$ cat config.mk
export PLATFORM = sky130hd
export DESIGN_NAME = register_file_param_flat
export DESIGN_NICKNAME = d
export VERILOG_FILES = /design/src/rtl/register_file_param_if.sv /design/src/rtl/register_file_param.sv /design/src/flat_wrapper.sv
export SDC_FILE = /design/constraint.sdc
export NUM_CORES = 1
export LEC_CHECK = 0
export BUFFER_PORTS_ARGS = -buffer_cell sky130_fd_sc_hd__buf_2
export CORE_MARGIN = 1
export CORE_UTILIZATION = 30
export CTS_BUF_LIST = sky130_fd_sc_hd__clkbuf_8
export DETAILED_ROUTE_END_ITERATION = 8
export PLACE_DENSITY = 0.52
export SETUP_SLACK_MARGIN = 0.1
export SLEW_MARGIN = 20
export SYNTH_ARGS = -nofsm -noshare
export SYNTH_HDL_FRONTEND = slang
export SYNTH_SLANG_ARGS = --single-unit
export TNS_END_PERCENT = 10
$ cat constraint.sdc
create_clock -name clock -period 2.35 [get_ports clock]
set_input_delay 0.235 -clock clock [delete_from_list [all_inputs] [get_ports clock]]
set_output_delay 0.235 -clock clock [all_outputs]
set_load 0.05 [all_outputs]
$ cat src/rtl/register_file_param_if.sv
`timescale 1ns/1ps
// -----------------------------------------------------------------------------
// register_file_param_if
// Bus between the pipeline (decode/writeback) and the parametrised register
// file.
//   master : pipeline side, drives write/issue/read indices, receives read
//            data and scoreboard status
//   slave  : register file side
// Signals
//   regWrite       writeback strobe
//   writeRegister  writeback destination index          [ADDR_W]
//   writeData      writeback data                       [DATA_W]
//   issueValid     decode issued a producer of issueRegister
//   issueRegister  destination index to mark pending    [ADDR_W]
//   readRegister   packed read indices, port k at [k*ADDR_W +: ADDR_W]
//   readData       packed read data,    port k at [k*DATA_W +: DATA_W]
//   readPending    per-port pending flag                [NUM_RD]
//   anyPending     OR of all registered pending bits
// -----------------------------------------------------------------------------
interface register_file_param_if #(
    parameter int DATA_W = 32,
    parameter int ADDR_W = 4,
    parameter int NUM_RD = 2
);
    logic                     regWrite;
    logic [ADDR_W-1:0]        writeRegister;
    logic [DATA_W-1:0]        writeData;
    logic                     issueValid;
    logic [ADDR_W-1:0]        issueRegister;
    logic [NUM_RD*ADDR_W-1:0] readRegister;
    logic [NUM_RD*DATA_W-1:0] readData;
    logic [NUM_RD-1:0]        readPending;
    logic                     anyPending;

    modport master (
        output regWrite, writeRegister, writeData,
        output issueValid, issueRegister, readRegister,
        input  readData, readPending, anyPending
    );

    modport slave (
        input  regWrite, writeRegister, writeData,
        input  issueValid, issueRegister, readRegister,
        output readData, readPending, anyPending
    );
endinterface

$ cat src/rtl/register_file_param.sv
`timescale 1ns/1ps
// -----------------------------------------------------------------------------
// register_file_param
// Parametrised general-purpose register file with a per-register pending-write
// scoreboard for hazard detection. Reads are combinational on every port;
// writes and scoreboard updates happen on the rising clock edge.
// Ports
//   clock  in  rising-edge clock
//   reset  in  asynchronous active-low reset, clears registers and pending bits
//   bus    slave modport of register_file_param_if (write, issue, read ports)
// Parameters
//   DATA_W    data width
//   ADDR_W    index width, depth = 2**ADDR_W
//   NUM_RD    number of read ports
//   ZERO_REG  1: register 0 is hard-wired to zero and never pending
//   BYPASS    1: same-cycle write data forwarded to matching reads, pending masked
// The interface instance must be built with the same DATA_W/ADDR_W/NUM_RD.
// -----------------------------------------------------------------------------
module register_file_param #(
    parameter int DATA_W   = 32,
    parameter int ADDR_W   = 4,
    parameter int NUM_RD   = 2,
    parameter int ZERO_REG = 1,
    parameter int BYPASS   = 1
) (
    input  logic                clock,
    input  logic                reset,
    register_file_param_if.slave bus
);
    localparam int DEPTH = 1 << ADDR_W;

    logic [DATA_W-1:0] w_regs [DEPTH];
    logic [DEPTH-1:0]  w_pending;

    genvar gi;

    // Storage: one slice per register. Register state is cleared by the
    // asynchronous reset, so it is built from flops rather than a RAM.
    generate
        for (gi = 0; gi < DEPTH; gi++) begin : g_reg
            if (ZERO_REG != 0 && gi == 0) begin : g_zero
                assign w_regs[gi]    = '0;
                assign w_pending[gi] = 1'b0;
            end else begin : g_live
                logic              w_wr_hit;
                logic              w_iss_hit;
                logic [DATA_W-1:0] r_data;
                logic              r_pend;

                assign w_wr_hit  = bus.regWrite   && (bus.writeRegister == ADDR_W'(gi));
                assign w_iss_hit = bus.issueValid && (bus.issueRegister == ADDR_W'(gi));

                always_ff @(posedge clock or negedge reset) begin
                    if (!reset) begin
                        r_data <= '0;
                        r_pend <= 1'b0;
                    end else begin
                        if (w_wr_hit) begin
                            r_data <= bus.writeData;
                        end
                        // A new producer issued in the same cycle as the old
                        // one retires keeps the register pending.
                        if (w_iss_hit) begin
                            r_pend <= 1'b1;
                        end else if (w_wr_hit) begin
                            r_pend <= 1'b0;
                        end
                    end
                end

                assign w_regs[gi]    = r_data;
                assign w_pending[gi] = r_pend;
            end
        end
    endgenerate

    // Read ports, each fully independent.
    generate
        for (gi = 0; gi < NUM_RD; gi++) begin : g_rd
            logic [ADDR_W-1:0] w_idx;
            logic              w_fwd;

            assign w_idx = bus.readRegister[gi*ADDR_W +: ADDR_W];

            if (BYPASS != 0) begin : g_byp
                // Forwarding is suppressed while reset is held so that reads
                // return zero immediately, even with a write still on the bus.
                assign w_fwd = reset && bus.regWrite && (bus.writeRegister == w_idx)
                               && !(ZERO_REG != 0 && w_idx == '0);
            end else begin : g_nobyp
                assign w_fwd = 1'b0;
            end

            assign bus.readData[gi*DATA_W +: DATA_W] = w_fwd ? bus.writeData : w_regs[w_idx];
            assign bus.readPending[gi]               = w_pending[w_idx] & ~w_fwd;
        end
    endgenerate

    // Registered pending bits only; same-cycle bypass masking is per port.
    assign bus.anyPending = |w_pending;

endmodule

$ cat src/flat_wrapper.sv
// flat-port wrapper written by rule: the top's interface ports become plain ports
module register_file_param_flat 
#(
    parameter int DATA_W   = 32,
    parameter int ADDR_W   = 4,
    parameter int NUM_RD   = 2,
    parameter int ZERO_REG = 1,
    parameter int BYPASS   = 1
)
  (clock, reset, bus_regWrite, bus_writeRegister, bus_writeData, bus_issueValid, bus_issueRegister, bus_readRegister, bus_readData, bus_readPending, bus_anyPending);
  register_file_param_if #(.DATA_W(DATA_W), .ADDR_W(ADDR_W), .NUM_RD(NUM_RD)) bus_i ();
  input  logic clock;
  input  logic reset;
  input wire logic [$bits(bus_i.regWrite)-1:0] bus_regWrite;
  input wire logic [$bits(bus_i.writeRegister)-1:0] bus_writeRegister;
  input wire logic [$bits(bus_i.writeData)-1:0] bus_writeData;
  input wire logic [$bits(bus_i.issueValid)-1:0] bus_issueValid;
  input wire logic [$bits(bus_i.issueRegister)-1:0] bus_issueRegister;
  input wire logic [$bits(bus_i.readRegister)-1:0] bus_readRegister;
  output wire logic [$bits(bus_i.readData)-1:0] bus_readData;
  output wire logic [$bits(bus_i.readPending)-1:0] bus_readPending;
  output wire logic [$bits(bus_i.anyPending)-1:0] bus_anyPending;
  assign bus_i.regWrite = bus_regWrite;
  assign bus_i.writeRegister = bus_writeRegister;
  assign bus_i.writeData = bus_writeData;
  assign bus_i.issueValid = bus_issueValid;
  assign bus_i.issueRegister = bus_issueRegister;
  assign bus_i.readRegister = bus_readRegister;
  assign bus_readData = bus_i.readData;
  assign bus_readPending = bus_i.readPending;
  assign bus_anyPending = bus_i.anyPending;
  register_file_param #(.DATA_W(DATA_W), .ADDR_W(ADDR_W), .NUM_RD(NUM_RD), .ZERO_REG(ZERO_REG), .BYPASS(BYPASS)) u_core (.clock(clock), .reset(reset), .bus(bus_i));
endmodule
==> summary by stage <==
Run status
The run finished, with violations left. The checks that failed: negative setup slack.

CTS
After clock tree synthesis, the clock-pin slew on the worst setup and hold paths is 60 ps. The TritonCTS clock tree is done. The later-pin clock latency in the skew report is 710 ps. The root buffer selected by CTS is sky130_fd_sc_hd__clkbuf_8.

The number of sinks driven by the clock tree is 495. Buffers inserted during clock tree synthesis total 86. Counting along the longest clock path gives a buffer depth of 3. The H-tree generated during clock tree synthesis spans 3 levels.

Route
The number of DRC violations after detailed-routing iteration 0 is 1373. After detailed routing, the number of remaining DRC violations is 0. The detailed-router iteration count before antenna repair is 5.

The detailed router used layers up to and including met5. The via count is 18622. The final layout contains routed wiring with a total length of 89410 um. Wire segments on met3 add up to 5086 um in the final route. The wire length the detailed router placed on met1 is 39110 um. The detailed-routed wire length on met2 is 42930 um. In the final routed layout, each cell accounts on average for 26.34 um.

The ratio of routed vias to standard cells is 5.485. The antenna violation net count after detailed routing is 0.

Final layout
In the final layout, flip-flops and latches occupy 12390 sq um. The finished layout holds 3395 standard cells, fillers aside. The most frequent standard cell in the layout excluding fill and tap cells is sky130_fd_sc_hd__dfrtp_1. The post-layout utilization of the core is 0.3770. In the final layout, the share of cells above drive strength 1 is 0.5429. The library cells used most frequently in the layout, excluding fill and tap cells, are sky130_fd_sc_hd__dfrtp_1 (495), sky130_fd_sc_hd__mux2_2 (464), sky130_fd_sc_hd__mux4_2 (199), sky130_fd_sc_hd__mux2_1 (121), sky130_fd_sc_hd__buf_4 (121). The multi-input combinational cell area is 14740 sq um.

The layout has 8581 filler cells. For this run, the post-layout net count is 2199. From synthesis to final layout, the design area changed by 23.87%.

Hold path
The worst hold path terminates at u_core.g_reg[8].g_live.r_data[8]. The kind of path behind the tightest hold check is primary input to flop. The depth of the worst hold-timing path is 2. The startpoint of the most critical hold path is bus_writeData[8].

Synthesis
Yosys mapped a number of flops with a built-in enable equal to 0. The main combinational cell family by area after synthesis is multiplexers. The synthesized netlist occupies a cell area of 27560 sq um. The share of synthesized area spent on multiplexers is 0.4234. The count of cell types in the netlist is 44.

In the synthesized netlist the async set-or-reset flop fraction comes to 1.000. Among all flip-flop cells after synthesis, the most frequent one is sky130_fd_sc_hd__dfrtp_1. The leading area contributor after synthesis is sky130_fd_sc_hd__dfrtp_1. The number of nets handed over by synthesis was 1976.

The share of the synthesized netlist area taken by xor and xnor gates is 0.001906. Synthesis handed over a netlist of 1924 instances. The sequential fraction of the synthesis area is 0.4494. The simple-gate area share of the yosys netlist is 0.04099. The number of register bits inferred by synthesis is 495. The area share of the largest cell type after synthesis is 0.4494.

Yosys printed 0 warnings. Of the total synthesized cell area, the portion taken by full adders, half adders and majority gates is 0. The average instance in the mapped netlist occupies 14.33 sq um. The compound-cell area share of the yosys netlist is 0.04961. In the post-synthesis netlist, the biggest area contributors are sky130_fd_sc_hd__dfrtp_1 (45%), sky130_fd_sc_hd__mux2_2 (20%), sky130_fd_sc_hd__mux4_2 (16%).

Power and ir drop
For this design the static power due to leakage is 14.04 nW. For this design the total switching power over the nets is 8.884 mW. The worst-case vdd ir drop is 0.3953 mV. The total power density per cell area is 836.2 nW/um^2. The internal portion of the total power is 19.67 mW. The share of total power dissipated in sequential elements is 0.421. Of the total power, the clock network draws 0.287.

The switching part of the total is 0.3112. Of the total power, combinational logic draws 0.292. Total power for the finished layout comes to 28.55 mW.

Global routing
The first global-routing pass estimated 135700 um of wire. The global-route congestion overflow total is 0. In the global route stage, overall resource usage came out at 0.1942. The number of global-route vias before repair is 20195. The number of antenna violations at the first check in global routing was 4. The pin count of the biggest net entering global routing is 175.

STA
Setup slack on the critical path of the routed design comes to -363.3 ps. After layout, the minimum clock period comes to 2713 ps. The portion of the clock cycle consumed by the worst path in the final layout is 1.155. The worst pin sits at a relative slew slack of 0.2642. The clock skew is 0 ps. The peak clock frequency supported by timing is 0.3686 GHz.

The total count of hold-check failures in the final report was 0. Setup repair after global routing could not meet its margin everywhere. The number of slew-limit violations in the final report is 0. At the pin with the least slew margin, the transition time is 1104 ps.

The final number of setup-violating endpoints is 66. The sum of negative setup slack is -11550 ps.

Floorplanning
The floorplan has 110 rows. The floorplan core area is 90560 sq um. The I/O pin count is 119. The die covers 93100 sq um.

For this configuration, the core starts out at a cell density of 0.3044. The die is 305.1 um wide. In this run the vertical extent of the chip is 305.1 um.

Critical path
Setup slack on the worst reg-to-reg path comes out at 990 ps. The kind of launch point of the worst setup path is a flop. The data arrival time of the critical path is 2480 ps.

The setup path with the least slack is of type flop to output pin. The startpoint identified for the worst register-to-register timing path is u_core.g_reg[6].g_live.r_pend. The length in cells of the worst reg-to-reg path is 4.

The worst setup path is captured at an output pin. The capture instance of the worst register-to-register path is u_core.g_reg[6].g_live.r_pend. Of all nets on the critical path, the largest fanout is 2. The data required time of the critical path is 2120 ps.

Placement
The weighted congestion reported at the end of routability-driven placement is 0.7942. The worst setup slack after placement is -335.2 ps. The port buffer count is 118. The estimated wirelength of the detail-placed design is 54850 um. Including well taps, the total number of placed cells is 3174.

Job
Max-cap violations in this run came to 0.
==> sequential cells by signal, summed over array words and instances, names as in the netlist <==
name and flops:
u_core.g.g_live.r_pend 15, u_core.g.g_live.r_data 480
==> layout make-up <==
type                            count  area share
Clock inverter                     46    0.007293
Antenna cell                        3   0.0002199
Sequential cell                   495      0.3628
Tap cell                         1176     0.04310
Inverter                            2   0.0002199
Multi-Input combinational cell   1226      0.4318
Timing Repair Buffer              336      0.1098
Clock buffer                      111     0.04475
==> Yosys cell counts (2+ instances only) <==
cell type / number
sky130_fd_sc_hd__nand3b_1: 5
sky130_fd_sc_hd__nand2b_1: 7
sky130_fd_sc_hd__nor2b_1: 35
sky130_fd_sc_hd__or2_1: 2
sky130_fd_sc_hd__nand3_1: 3
sky130_fd_sc_hd__clkbuf_1: 99
sky130_fd_sc_hd__nor2_1: 42
sky130_fd_sc_hd__nand2_1: 45
sky130_fd_sc_hd__xor2_1: 6
sky130_fd_sc_hd__and2_1: 3
sky130_fd_sc_hd__mux2i_1: 33
sky130_fd_sc_hd__o21ai_0: 17
sky130_fd_sc_hd__a21oi_1: 2
sky130_fd_sc_hd__nor3_1: 34
sky130_fd_sc_hd__buf_12: 3
sky130_fd_sc_hd__mux4_2: 199
sky130_fd_sc_hd__buf_4: 5
sky130_fd_sc_hd__buf_1: 12
sky130_fd_sc_hd__a31oi_1: 2
sky130_fd_sc_hd__or3_1: 36
sky130_fd_sc_hd__nor4_1: 4
sky130_fd_sc_hd__buf_6: 4
sky130_fd_sc_hd__a221oi_1: 63
sky130_fd_sc_hd__mux2_2: 487
sky130_fd_sc_hd__a22o_1: 3
sky130_fd_sc_hd__a211oi_1: 32
sky130_fd_sc_hd__a31oi_2: 30
sky130_fd_sc_hd__o31ai_1: 3
sky130_fd_sc_hd__dfrtp_1: 495
sky130_fd_sc_hd__buf_2: 77
sky130_fd_sc_hd__mux2_1: 122
sky130_fd_sc_hd__a22oi_1: 2
==> power by group through the flow <==
stage	registers, mW	clock network (mW)	logic [mW]
6_report	12.0	8.18	8.35
5_1_grt	12.3	8.83	8.89
4_1_cts	12.0	8.44	8.16
3_5_place_dp	12.1	0	7.84
3_3_place_gp	12.0	0	7.71
2_1_floorplan	11.6	0	5.65
==> worst max-delay path, stage by stage, from the launching register on <==
cell,delay [ps]
sky130_fd_sc_hd__dfrtp_1,390
sky130_fd_sc_hd__mux4_2,490
sky130_fd_sc_hd__mux2i_2,200
sky130_fd_sc_hd__a211oi_1,100
sky130_fd_sc_hd__buf_4,160
sky130_fd_sc_hd__mux2_4,280
sky130_fd_sc_hd__buf_8,150
==> layer usage <==
layer | track usage | vias up
met2 | 0.3106 | 540
met3 | 0.04645 | 146
met4 | 0.06742 | 2
met1 | 0.2565 | 10044
li1 | - | 7890
met5 | 0 | -
==> repair_timing <==
action / CTS / global route
hold buffers: 40 / 0
buffers inserted: 17 / 4
setup endpoints to repair: 67 / 67
resized for setup: 36 / 88
pin swaps: 5 / 7
endpoints found under the hold margin: 517 / 0
==> through the flow <==
stage / area (sq um) / hold WS [ps]
floorplan: 27580 / -60.59
global placement: 31270 / 484.7
detailed placement: 31270 / 499.3
CTS: 33690 / 20.12
global route: 34140 / 67.34
finish: 34140 / 84.82
==> logic make-up (layout without fill, tap and decap cells) <==
group / after synthesis / after routing
compound gates: 158 / 158
simple gates: 221 / 221
buf+inv: 203 / 495
xor+xnor: 6 / 6
other cells: 0 / 3
flops: 495 / 495
mux: 841 / 841
==> how the worst max path moves through the flow <==
stage                        to  slack, ps                          startpoint
6_report       bus_readData[60]       -360  u_core.g_reg[15].g_live.r_data[28]
5_1_grt        bus_readData[60]       -450  u_core.g_reg[15].g_live.r_data[28]
4_1_cts        bus_readData[51]       -420  u_core.g_reg[15].g_live.r_data[19]
3_5_place_dp   bus_readData[32]       -340                bus_writeRegister[2]
3_3_place_gp   bus_readData[32]       -350                bus_writeRegister[2]
2_1_floorplan   bus_readData[0]         20                 bus_readRegister[1]
Power figures use the tool's default switching activity.
